$ cat src/rtl/branch_redirect_queue.sv
`default_nettype none
// ============================================================================
// Module  : branch_redirect_queue
// Brief   : Buffers branch/jump resolution records from execute for delivery
//           to fetch, with same-cycle bypass, overflow flag and flush.
// Revision: 1.0 - initial release
// ============================================================================
module branch_redirect_queue #(
    parameter int DATA_W   = 61,
    parameter int DEPTH    = 4,
    parameter int EDGE_DET = 1
) (
    input  logic                       clk,
    input  logic                       rst,
    input  logic                       in_valid,
    input  logic [DATA_W-1:0]          in_data,
    input  logic                       fetch_stall,
    input  logic                       flush,
    output logic                       out_valid,
    output logic [DATA_W-1:0]          out_data,
    output logic                       pending,
    output logic [$clog2(DEPTH+1)-1:0] count,
    output logic                       full,
    output logic                       overflow
);

    localparam int PTR_W = $clog2(DEPTH);
    localparam int CNT_W = $clog2(DEPTH+1);
    localparam logic [CNT_W-1:0] c_depth   = CNT_W'(DEPTH);
    localparam logic [CNT_W-1:0] c_cnt_one = CNT_W'(1);
    localparam logic [PTR_W-1:0] c_ptr_one = PTR_W'(1);
    localparam logic             c_edge    = (EDGE_DET != 0);

    logic [DATA_W-1:0] r_mem [DEPTH];
    logic [PTR_W-1:0]  r_rd_ptr;
    logic [PTR_W-1:0]  r_wr_ptr;
    logic [CNT_W-1:0]  r_count;
    logic              r_overflow;
    logic              r_in_valid_q;

    logic w_cap;
    logic w_pending;
    logic w_full;
    logic w_pop;
    logic w_bypass;
    logic w_push;
    logic w_drop;

    // In level mode the delayed in_valid is masked off, so every high cycle captures.
    assign w_cap     = in_valid & ~(c_edge & r_in_valid_q);
    assign w_pending = (r_count != '0);
    assign w_full    = (r_count == c_depth);
    assign w_pop     = ~fetch_stall & w_pending & ~flush;
    assign w_bypass  = ~w_pending & ~fetch_stall & w_cap;
    assign w_push    = w_cap & ~flush & ~w_bypass & (~w_full | w_pop);
    assign w_drop    = w_cap & ~flush & ~w_bypass & w_full & ~w_pop;

    // Reset cycle must never present a redirect, even with stale entries queued.
    assign out_valid = ~rst & ~fetch_stall & ~flush & (w_pending | w_cap);
    assign out_data  = w_pending ? r_mem[r_rd_ptr] : in_data;
    assign pending   = w_pending;
    assign count     = r_count;
    assign full      = w_full;
    assign overflow  = r_overflow;

    always_ff @(posedge clk) begin
        if (rst) begin
            r_rd_ptr     <= '0;
            r_wr_ptr     <= '0;
            r_count      <= '0;
            r_overflow   <= 1'b0;
            r_in_valid_q <= 1'b0;
        end else begin
            r_in_valid_q <= in_valid;
            if (flush) begin
                r_rd_ptr   <= '0;
                r_wr_ptr   <= '0;
                r_count    <= '0;
                r_overflow <= 1'b0;
            end else begin
                if (w_push) begin
                    r_wr_ptr <= r_wr_ptr + c_ptr_one;
                end
                if (w_pop) begin
                    r_rd_ptr <= r_rd_ptr + c_ptr_one;
                end
                if (w_push && !w_pop) begin
                    r_count <= r_count + c_cnt_one;
                end else if (w_pop && !w_push) begin
                    r_count <= r_count - c_cnt_one;
                end
                if (w_drop) begin
                    r_overflow <= 1'b1;
                end
            end
        end
    end

    // Storage carries no reset; occupancy is tracked by r_count alone.
    always_ff @(posedge clk) begin
        if (!rst && w_push) begin
            r_mem[r_wr_ptr] <= in_data;
        end
    end

endmodule
`default_nettype wire
$ cat config.mk
export PLATFORM = sky130hd
export DESIGN_NAME = branch_redirect_queue
export DESIGN_NICKNAME = d
export VERILOG_FILES = /design/src/rtl/branch_redirect_queue.sv
export SDC_FILE = /design/constraint.sdc
export NUM_CORES = 1
export LEC_CHECK = 0
export CORE_MARGIN = 2
export CORE_UTILIZATION = 35
export DETAILED_ROUTE_END_ITERATION = 7
export GPL_ROUTABILITY_DRIVEN = 0
export HOLD_SLACK_MARGIN = 0.06
export MAX_ROUTING_LAYER = met4
export PLACE_DENSITY_LB_ADDON = 0.05
export REMOVE_ABC_BUFFERS = 1
export SLEW_MARGIN = 5
export SYNTH_ARGS = -nofsm -noshare
export SYNTH_HDL_FRONTEND = slang
export SYNTH_SLANG_ARGS = --single-unit
$ cat constraint.sdc
create_clock -name clk -period 4.09 [get_ports clk]
set_clock_uncertainty 0.2 [all_clocks]
set_input_delay 1.227 -clock clk [delete_from_list [all_inputs] [get_ports clk]]
set_output_delay 1.227 -clock clk [all_outputs]
set_load 0.01 [all_outputs]
==> results.md, run 1 <==
Run status:
- The flow ran to the end, and the final reports show no timing, DRC or antenna violations.

Logic synthesis:
- The largest area contributor in the synthesized netlist is edfxtp_1.
- The count of flip-flops with a built-in enable after synthesis is roughly 240.
- The xor/xnor cell area share of the yosys netlist is 0.257%.
- After synthesis, the largest family of logic cells by area is multiplexers.
- Of the post-synthesis cell area, the dominant cell type holds 71.7%.
- The portion of synthesized area spent on multiplexers is 13.7%.
- Averaged over all synthesized cells, the footprint is 17.6 um2.
- After Yosys synthesis, full adders, half adders and majority gates account for 0.808% of the synthesized area.
- During synthesis, Yosys emitted a total of 0 warnings.
- After synthesis, flip-flops and latches occupy 73.8% of the total area.
- The most instantiated flip-flop cell in the synthesis netlist is edfxtp_1.
- Of the total synthesized cell area, the portion taken by AND, OR, NAND and NOR gates is under 10%.
- The gate count after technology mapping is 580.
- The synthesized netlist devotes 0.746% of its cell area to compound gates.
- The number of unique standard cell types used by synthesis is 36.
- After synthesis the cells add up to ~10,000 um2.
- In the post-synthesis netlist, the biggest area contributors are edfxtp_1, mux4_2, nand2_1.
- In the synthesized netlist the async set-or-reset flop fraction comes to 0%.
- After synthesis the netlist holds a flip-flop and latch count of 255.

Clocking:
- The CTS sink count is 255.
- TritonCTS built the clock tree.
- TritonCTS created 28 clock buffers.
- The clock reaches the later pin of the worst-skew pair after roughly 530 ps.
- Clock-pin slew was measured on the worst setup and hold paths at 60 ps.
- The maximum count of clock buffers along a single path is 3.
- The number of H-tree levels is 1.
- The tree is rooted in a clkbuf_16.

Final layout:
- The count of nets after finishing is 820.
- Relative to the synthesized area, the layout overhead comes to 27.5%.
- Cells fill 45.4% of the core in the end.
- The library cell used most frequently in the layout, excluding fill and tap cells, is edfxtp_1.
- In the final layout, the share of cells above drive strength 1 is 18.1%.
- The final cell count without fillers is ~1,200.
- In the layout the commonest cells are edfxtp_1, nand2_1, clkdlybuf4s50_1.
- The finished cells cover 13,000 um2.

Worst setup path:
- Along the worst path, the maximum fanout reaches 5.
- For the worst setup path, the data arrival time is 2550 ps.
- The cell type of the slowest stage on the worst timing path is clkdlybuf4s50_1.
- The delay of the slowest cell on the worst path is about 560 ps.
- By startpoint and endpoint, the worst setup path is classified as in2out.
- At the worst endpoint, the required time is 2660 ps.
- Measured in cells, the most critical reg-to-reg path has a length of 9.
- The worst register-to-register path ends at count[2]$_SDFFE_PP0P_.
- The startpoint type of the worst setup path is an input port.
- The worst register-to-register path has a setup slack of 1310 ps.
- The sort of element at the end of the critical path is an output pin.
- The reg-to-reg critical path startpoint is count[2]$_SDFFE_PP0P_.
- The signal on the critical path passes through clkdlybuf4s50_1, nand2_1, nand2_1, clkdlybuf4s50_1.

Routing:
- The first-pass detailed-route iteration total is 6.
- The final layout contains routed wiring with a total length of ~22,000 um.
- The average via count per standard cell is roughly 4.8.
- The starting DRC count in detailed routing is 304.
- The total number of vias is 5,504.
- The routed wire length per instance is 19.3 um.
- The DRC violation count after routing is 0.
- The remaining number of nets flagged by the antenna check after routing is 0.

Die:
- The die covers 30,600 um2.
- The die height is 175 um.
- The I/O pin count is between 100 and 150.
- The die width is 175 um.
- The number of cell rows is 62.
- The initial utilization of the core area, before any placement, comes to 35.6%.
- The placeable core area is about 29,000 um2.

GRT:
- The number of global-route vias before repair came to 6,097.
- The leftover overflow at the end of global routing is 0.
- The initial antenna violation count was 1.
- For this run, the total global-route usage over all layers was measured as between 15 and 20%.
- Entering global routing, the biggest net connects 36 pins.
- The first-pass GRT wire length is 34,900 um.

STA:
- The number of hold violations in the final report was 0.
- Setup violations remaining at the end of the flow were counted as 0.
- The final critical-path required period is 3970 ps.
- The maximum clock rate is 252 MHz.
- The max-slew violation count is 0.
- Setup repair after global routing left no endpoint under its margin.
- The worst hold slack across all endpoints is between 200 and 300 ps.
- Headroom to the max-slew limit came out at around two thirds.
- The final critical path takes up 97.2% of the cycle.
- The actual transition at the worst max-transition pin is 489 ps.

Job:
- The number of maximum-capacitance constraint violations is 0.

Pwr:
- Power comes to approximately 5600 uW.
- For this design the static power due to leakage is 0.00440 uW.
- The cell area power density is 432 nW/um2.
- Across the VDD grid, the largest voltage drop is approximately 260 uV.

Placement:
- The half-perimeter wire length of the detailed placement result is about 13,000 um.
- The number of placed instances, taps included, is 1,099.
- Summing all placed instances gives a cell area of 12,200 um2.
- The number of I/O port buffers is 133.

Min path:
- The path class of the tightest hold or removal check is reg2reg.
- The number of cells on the worst hold path is 2.
- The startpoint of the tightest hold check path is overflow$_SDFFE_PP0P_.
- The path with the worst hold slack has its endpoint at overflow$_SDFFE_PP0P_.
## worst max-delay path by stage
stage / start / end / slack (ps) / cells past startpoint
3_3_place_gp: flush / out_valid / -90 / 4
5_1_grt: count[2]$_SDFFE_PP0P_ / out_data[24] / 60 / 5
3_5_place_dp: flush / out_valid / -80 / 4
2_1_floorplan: count[2]$_SDFFE_PP0P_ / out_data[0] / -940 / 4
6_report: in_data[32] / out_data[32] / 120 / 4
4_1_cts: in_data[51] / out_data[51] / 130 / 4
## layout make-up
class	instances	area (um2)
Antenna cell	1	2.50
Inverter	6	22.5
Clock inverter	15	65.1
Fill cell	2566	15700
Multi-Input combinational cell	291	2440
Clock buffer	37	756
Tap cell	384	480
Sequential cell	255	7550
Timing Repair Buffer	166	1720
## registers in the layout, summed over array words and instances, names as in the netlist, named ones only
name	count
r_mem	244
r_rd_ptr	2
r_wr_ptr	2
overflow	1
r_in_valid_q	1
count	3
## cell usage after synthesis, types with 2 or more instances
cell,count
dfxtp_1,11
or3_1,3
nor2b_1,2
ha_1,5
buf_12,6
and2_1,2
nor2_1,5
inv_1,5
edfxtp_1,244
a211oi_1,2
nand2_1,185
buf_4,5
buf_2,13
xor2_1,2
clkbuf_1,2
and3_1,5
mux2i_1,2
mux4_2,60
a21oi_1,4
## worst max-delay path, delay by kind of cell
kind | cells | cell delay, ps
buffers and inverters | 2 | 1110
and+or+nand+nor | 2 | 210
## through the flow
stage | worst slack [ps] | TNS [ps]
after floorplan | -944 | -58270
after global placement | -89.0 | -89.0
after detailed placement | -79.2 | -79.2
after CTS | 132 | 0
after global routing | 59.4 | 0
final | 117 | 0
## power by group
group	switching, uW	internal, uW
clock	946	1290
sequential	7.42	2880
combinational	246	260
total	1200	4420
## routing by layer
| metal | track usage [%] | share of wire (%) | vias to the layer above |
|---|---|---|---|
| li1 | - | - | 2545 |
| met1 | 19.6 | 43 | 2795 |
| met2 | 25.8 | 49 | 139 |
| met3 | 3.18 | 6.1 | 25 |
| met4 | 2.92 | 1.2 | 0 |
| met5 | - | 0 | - |
## timing repair
item                                    in CTS  in global routing
endpoints found under the setup margin       8                  0
hold buffers                                 0                  0
buffers inserted                             3                  0
gates resized for setup                      1                  0
## kinds of logic after synthesis
| family | Yosys count |
|---|---|
| fa+ha+maj | 6 |
| flops | 255 |
| xor+xnor | 3 |
| buf+inv | 34 |
| simple gates | 207 |
| mux | 63 |
| compound gates | 12 |
Note: power is estimated with default switching activity, not from simulation.
==> inputs of run 2 (changes only) <==
CORE_UTILIZATION = 30   (was 35)
CTS_CLUSTER_DIAMETER = 120   (was unset)
==> results.md, run 2 (synthesis results as in run 1) <==
Run status:
- The run finished with clean final reports.

Clocking:
- The insertion delay to the later sink of the worst-skew pair was 530 ps (about the same).
- The number of H-tree levels came to 1 (unchanged).
- The TritonCTS clock tree is yes.
- The maximum count of clock buffers along a single path is 3 (unchanged).
- The number of buffers created by CTS is 28 (unchanged).
- The clock edge transition at the registers on the reported setup and hold paths is 50 ps (about the same).
- The number of buffers inserted for hold repair after clock tree synthesis came to 0 (unchanged).
- The CTS sink count came to 255 (unchanged).
- The cell chosen for the clock root is clkbuf_16.

Worst setup path:
- The data arrival time of the worst path came to 2540 ps (about the same).
- The sort of element at the end of the critical path is an output pin.
- Traced cell by cell, the critical path runs through clkdlybuf4s50_1, nand2_1, nand2_1, clkdlybuf4s50_1.
- The worst setup path is of the in2out kind.
- The kind of cell adding the most delay to the critical path is buffers and inverters.
- The startpoint type of the worst setup path is an input port.
- The delay of the slowest cell on the worst path was 560 ps (about the same).
- The biggest fanout along the worst timing path is 5 (unchanged).
- The required time at the endpoint of the critical path is 2660 ps (about the same).
- The depth of the worst register-to-register path was 9 (unchanged).
- The buffer and inverter count on the worst path is 2 (unchanged).
- The worst setup path startpoint is in_data[58].
- The register-to-register setup slack is 1260 ps (-50 ps).
- The reg-to-reg critical path startpoint is count[2]$_SDFFE_PP0P_.
- On the critical path, the stage with the largest delay is an instance of clkdlybuf4s50_1.
- The depth of the critical timing path with buffers and inverters included is 4 (unchanged).
- In this run the critical register-to-register path is captured at count[2]$_SDFFE_PP0P_.

Pwr:
- The peak ir drop on the vdd network is 287 uV (+9.3%).
- The leakage dissipation is 0.00442 uW (+0.53%).
- The cell area power density is 437 nW/um2 (+1.2%).

Die:
- The starting utilization of the core area is 30.5% (-5.1 points).
- The placeable core area is 33,500 um2 (+17%).
- The I/O pin count is 134 (unchanged).
- The number of cell rows is 67 (+8.1%).
- The die area is 35,600 um2 (+16%).
- The die height came to 189 um (+7.8%).
- The die width was 189 um (+7.8%).

STA:
- The maximum clock rate is 252 MHz (+0.27%).
- The final setup violation count is 0 (unchanged).
- The part of the cycle the worst path needs is 96.9% (-0.26 points).
- The max-slew violation count is 0 (unchanged).
- Setup repair after global routing left no endpoint under its margin.
- The number of hold violations in the final report is 0 (unchanged).
- The actual transition at the worst max-transition pin is 491 ps (+1.73 ps).
- The worst slew margin relative to its limit is 67.2% (-0.24 points).
- The setup slack after layout was 127 ps (+10.6 ps).
- The final critical-path required period was 3960 ps (-10.6 ps).

Routing:
- The first-pass detailed-route iteration total came to 4 (-2).
- The remaining number of nets flagged by the antenna check after routing is 0 (unchanged).
- The post-detailed-routing wire length is 23,200 um (+4.1%).
- The starting DRC count in detailed routing came to 222 (-27%).
- The DRC violation count after routing was 0 (unchanged).
- The routed wire length per instance is 19.0 um (-1.6%).
- The total number of vias is 5,589 (+1.5%).
- The average via count per standard cell was 4.57 (-4.0%).

Min path:
- The type of the worst min-delay path is reg2reg.
- The worst hold path begins at r_rd_ptr[1]$_SDFFE_PP0N_.
- The number of cells on the worst hold path was 2 (unchanged).

Placement:
- The setup slack at placement is -120 ps (-40.8 ps).
- The half-perimeter wire length of the detailed placement result came to 14,100 um (+5.3%).
- The number of I/O port buffers came to 133 (unchanged).

GRT:
- The first-pass GRT wire length is 35,700 um (+2.3%).
- The total routing usage reported by global routing is 13.5% (-1.9 points).
- The initial antenna violation count is 2 (+1).
- The number of global-route vias before repair is 6,051 (-0.75%).
- The leftover overflow at the end of global routing is 0 (unchanged).
- The maximum number of pins on one net before global-route repair is 40 (+11%).

Job:
- The number of maximum-capacitance constraint violations is 0 (unchanged).

Final layout:
- The relative area change from synthesis to final layout is 29.0%.
- The final design utilization is 39.3% (-6.1 points).
- Counting flops per register, the top entry is r_mem.
- The library cell used most frequently in the layout, excluding fill and tap cells, is edfxtp_1.
- The library cells used most frequently in the layout, excluding fill and tap cells, are edfxtp_1, nand2_1, clkdlybuf4s50_1.
- The flip-flop count of the largest register, all copies and words added is 244 (unchanged).
- The count of nets after finishing came to 823 (+0.37%).
- The fraction of final layout cells sized beyond drive strength 1 is 18.1% (+0.083 points).
==> run 2: changes by cell type in the layout (fill, tap and decap cells not counted) <==
cell / change
clkinvlp_4: +1
bufinv_16: +2
diode_2: +1
buf_6: +1
buf_4: +2
clkinv_1: +1
clkinv_2: -5
==> run 2: worst register-to-register path, cell delays in order, from the launching register on <==
cell and delay, ps:
dfxtp_1 390, nor3_4 310, buf_4 450, or3_1 180
ha_1 180, inv_1 60, fa_1 370, xor2_1 170
or3_1 310, a21oi_1 140
==> run 2: worst max-delay path by stage <==
| stage | endpoint | slack, ps |
|---|---|---|
| floorplan | out_data[0] | -940 |
| global placement | out_valid | -120 |
| detailed placement | out_valid | -120 |
| CTS | out_data[58] | 60 |
| global route | out_data[6] | 20 |
| finish | out_data[58] | 130 |
==> run 2: power breakdown <==
| part | switching, uW | internal, uW |
|---|---|---|
| Combinational | 251 | 264 |
| Sequential | 6.98 | 2880 |
| Clock | 949 | 1410 |
==> run 2: metal layers <==
metal	vias to the layer above	wire (um)	GRT usage (%)
li1	2553	-	-
met1	2880	10400	17.4
met2	120	11300	22.3
met3	36	1160	2.33
met4	0	410	3.16
met5	-	0	-
==> run 2: per-stage QoR <==
stage | power (uW) | hold slack [ps] | setup TNS, ps | area, um2 | cells
finish | 5760 | 286 | 0 | 13200 | 1222
global route | 5990 | 307 | 0 | 13200 | 1222
CTS | 5850 | 289 | 0 | 13200 | 1220
detailed placement | 3460 | 273 | -120 | 12300 | 1167
global placement | 3460 | 254 | -118 | 12300 | 1167
floorplan | 3130 | 253 | -58270 | 9980 | 552
==> run 2: timing repair <==
action / CTS / global route
gates resized for setup: 1 / 1
endpoints found under the setup margin: 17 / 10
setup buffers: 2 / 0
==> run 2: final cells by class <==
cell class,count,area (um2)
antenna,2,5.00
multi-input combinational,291,2440
clock inverter,14,111
timing repair buffer,169,1740
clock buffer,37,756
sequential,255,7550
tap,448,561
inverter,6,22.5
fill,3113,20300
==> inputs of run 3 (changes only) <==
CAP_MARGIN = 10   (was unset)
clock period = 3.55 ns   (was 4.09 ns; I/O delays follow)
==> results.md, run 3 (synthesis results as in run 1) <==
STA:
- The final setup violation count is 0 (unchanged).
- The worst hold slack across all endpoints is 293 ps (+6.61 ps).
- The worst slew margin relative to its limit is 68.6% (+1.5 points).
- The maximum clock rate is a little under 300 MHz.
- The final critical-path required period is 3460 ps.
- The part of the cycle the worst path needs is 97.5%.
- Setup repair after global routing could not meet its margin everywhere.
- The max-slew violation count is 0 (unchanged).
- The actual transition at the worst max-transition pin came to 469 ps (-22.0 ps).
- The setup slack after layout is 89.3 ps (-37.9 ps).
- The number of hold violations in the final report came to 0 (unchanged).

Pwr:
- The peak ir drop on the vdd network is 375 uV (+31%).
- The cell area power density is 485 nW/um2 (+11%).
- The leakage dissipation came to 0.00492 uW (+11%).
- The sum of internal, switching and leakage power was 6700 uW (+16%).

Die:
- The placeable core area is 33,500 um2 (unchanged).
- The die height is 189 um (unchanged).
- The number of cell rows came to 67 (unchanged).
- The die area is 35,600 um2 (unchanged).
- The starting utilization of the core area is 30.5% (unchanged).
- The I/O pin count is 134 (unchanged).
- The die width is 189 um (unchanged).

Clocking:
- The number of buffers created by CTS came to 28 (unchanged).
- The cell chosen for the clock root is clkbuf_16.
- TritonCTS built the clock tree.
- The number of H-tree levels is 1 (unchanged).
- The insertion delay to the later sink of the worst-skew pair is 530 ps (about the same).
- The clock edge transition at the registers on the reported setup and hold paths is 60 ps (about the same).
- The CTS sink count is 255 (unchanged).
- The number of buffers inserted for hold repair after clock tree synthesis is 0 (unchanged).
- The maximum count of clock buffers along a single path is 3 (unchanged).

Final layout:
- The count of nets after finishing is 892 (+8.4%).
- The flip-flop count of the largest register, all copies and words added was 244 (unchanged).
- The commonest non-fill, non-tap cell in the layout is edfxtp_1.
- r_mem holds more flip-flops than any other register.
- The fraction of final layout cells sized beyond drive strength 1 is 26.9% (+8.7 points).
- The multi-input combinational cell area came to 2450 um2 (+0.62%).
- The relative area change from synthesis to final layout is 35.1%.
- The register cell area after layout is 7560 um2 (about the same).
- The total of fill cells in the finished design is 3,131 (+0.58%).
- The library cells used most frequently in the layout, excluding fill and tap cells, are edfxtp_1, nand2_1, buf_4.

Routing:
- The total number of vias is 5,804 (+3.8%).
- The first-pass detailed-route iteration total was 4 (unchanged).
- The post-detailed-routing wire length came to 24,300 um (+4.6%).
- The DRC violation count after routing is 0 (unchanged).
- The starting DRC count in detailed routing is 286 (+29%).
- The average via count per standard cell came to 4.50 (-1.6%).
- The routed wire length per instance was 18.8 um (-0.93%).
- The remaining number of nets flagged by the antenna check after routing is 0 (unchanged).

GRT:
- The total routing usage reported by global routing is 14.0% (+0.50 points).
- The leftover overflow at the end of global routing is 0 (unchanged).
- The number of global-route vias before repair is 6,457 (+6.7%).
- The initial antenna violation count is 1 (-1).
- The first-pass GRT wire length was 37,200 um (+4.2%).
- The maximum number of pins on one net before global-route repair is 36 (-10%).

Worst setup path:
- The data arrival time of the worst path is 2200 ps (-340 ps).
- The critical path class is reg2out.
- The biggest fanout along the worst timing path is 6 (+1).
- The sort of element at the end of the critical path is an output pin.
- The startpoint type of the worst setup path is a register.
- The required time at the endpoint of the critical path is 2280 ps (-380 ps).

Placement:
- The number of I/O port buffers is 133 (unchanged).
- The half-perimeter wire length of the detailed placement result is 14,100 um (-0.32%).
- The setup slack at placement is -350 ps (-230 ps).

Run status:
- The run finished with clean final reports.

Min path:
- The min-delay analysis places its worst path in the category reg2reg.

Job:
- The number of maximum-capacitance constraint violations is 0 (unchanged).
==> run 3: worst max-delay path: stages (launching register included) <==
cell,delay (ps)
dfxtp_4,410
buf_8,150
mux4_2,500
nand2_1,80
nand2_1,50
clkdlybuf4s50_1,470
==> run 3: worst paths after layout <==
check	from	end	slack [ps]	depth (start not counted)
setup reg to reg	count[0]$_SDFFE_PP0P_	count[2]$_SDFFE_PP0P_	1000	9
setup / recovery	register	out_data[19]	90	5
hold / removal	r_rd_ptr[1]$_SDFFE_PP0N_	register	290	2
hold reg to reg	r_rd_ptr[1]$_SDFFE_PP0N_	register	290	2
==> run 3: cell type report <==
class                   instances  share of cell area (%)
clock buffers                  39                    5.52
repair buffers                238                    17.0
multi-input cells             291                    17.7
inverters                       6                   0.181
flip-flops and latches        255                    54.7
clock inverters                12                   0.788
well taps                     448                    4.06
diodes                          1                  0.0181
==> run 3: repair_timing <==
item / in CTS / in global routing
pin swaps: 0 / 2
gates resized for setup: 100 / 17
gates cloned: 2 / 3
endpoints found under the setup margin: 63 / 26
buffers inserted: 9 / 7
==> run 3: through the flow <==
stage,util (%),setup TNS (ps),std cells,cell area (um2)
2_1_floorplan,-,-90990,552,9980
3_3_place_gp,37.9,-562,1219,12700
3_5_place_dp,37.9,-742,1219,12700
4_1_cts,40.9,-370,1281,13700
5_1_grt,41.2,-11.1,1290,13800
6_report,41.2,0,1290,13800
==> run 3: metal layers <==
metal,track usage [%],up-vias,wire length (um)
met3,2.16,39,1020
met5,-,-,0
li1,-,2689,-
met2,23.7,123,12000
met4,3.49,0,420
met1,17.6,2953,10900
==> run 3: power breakdown <==
| part | switching (uW) | total (uW) | internal [uW] |
|---|---|---|---|
| registers | 8.30 | 3320 | 3310 |
| clock network | 1130 | 2770 | 1640 |
| logic | 304 | 609 | 305 |
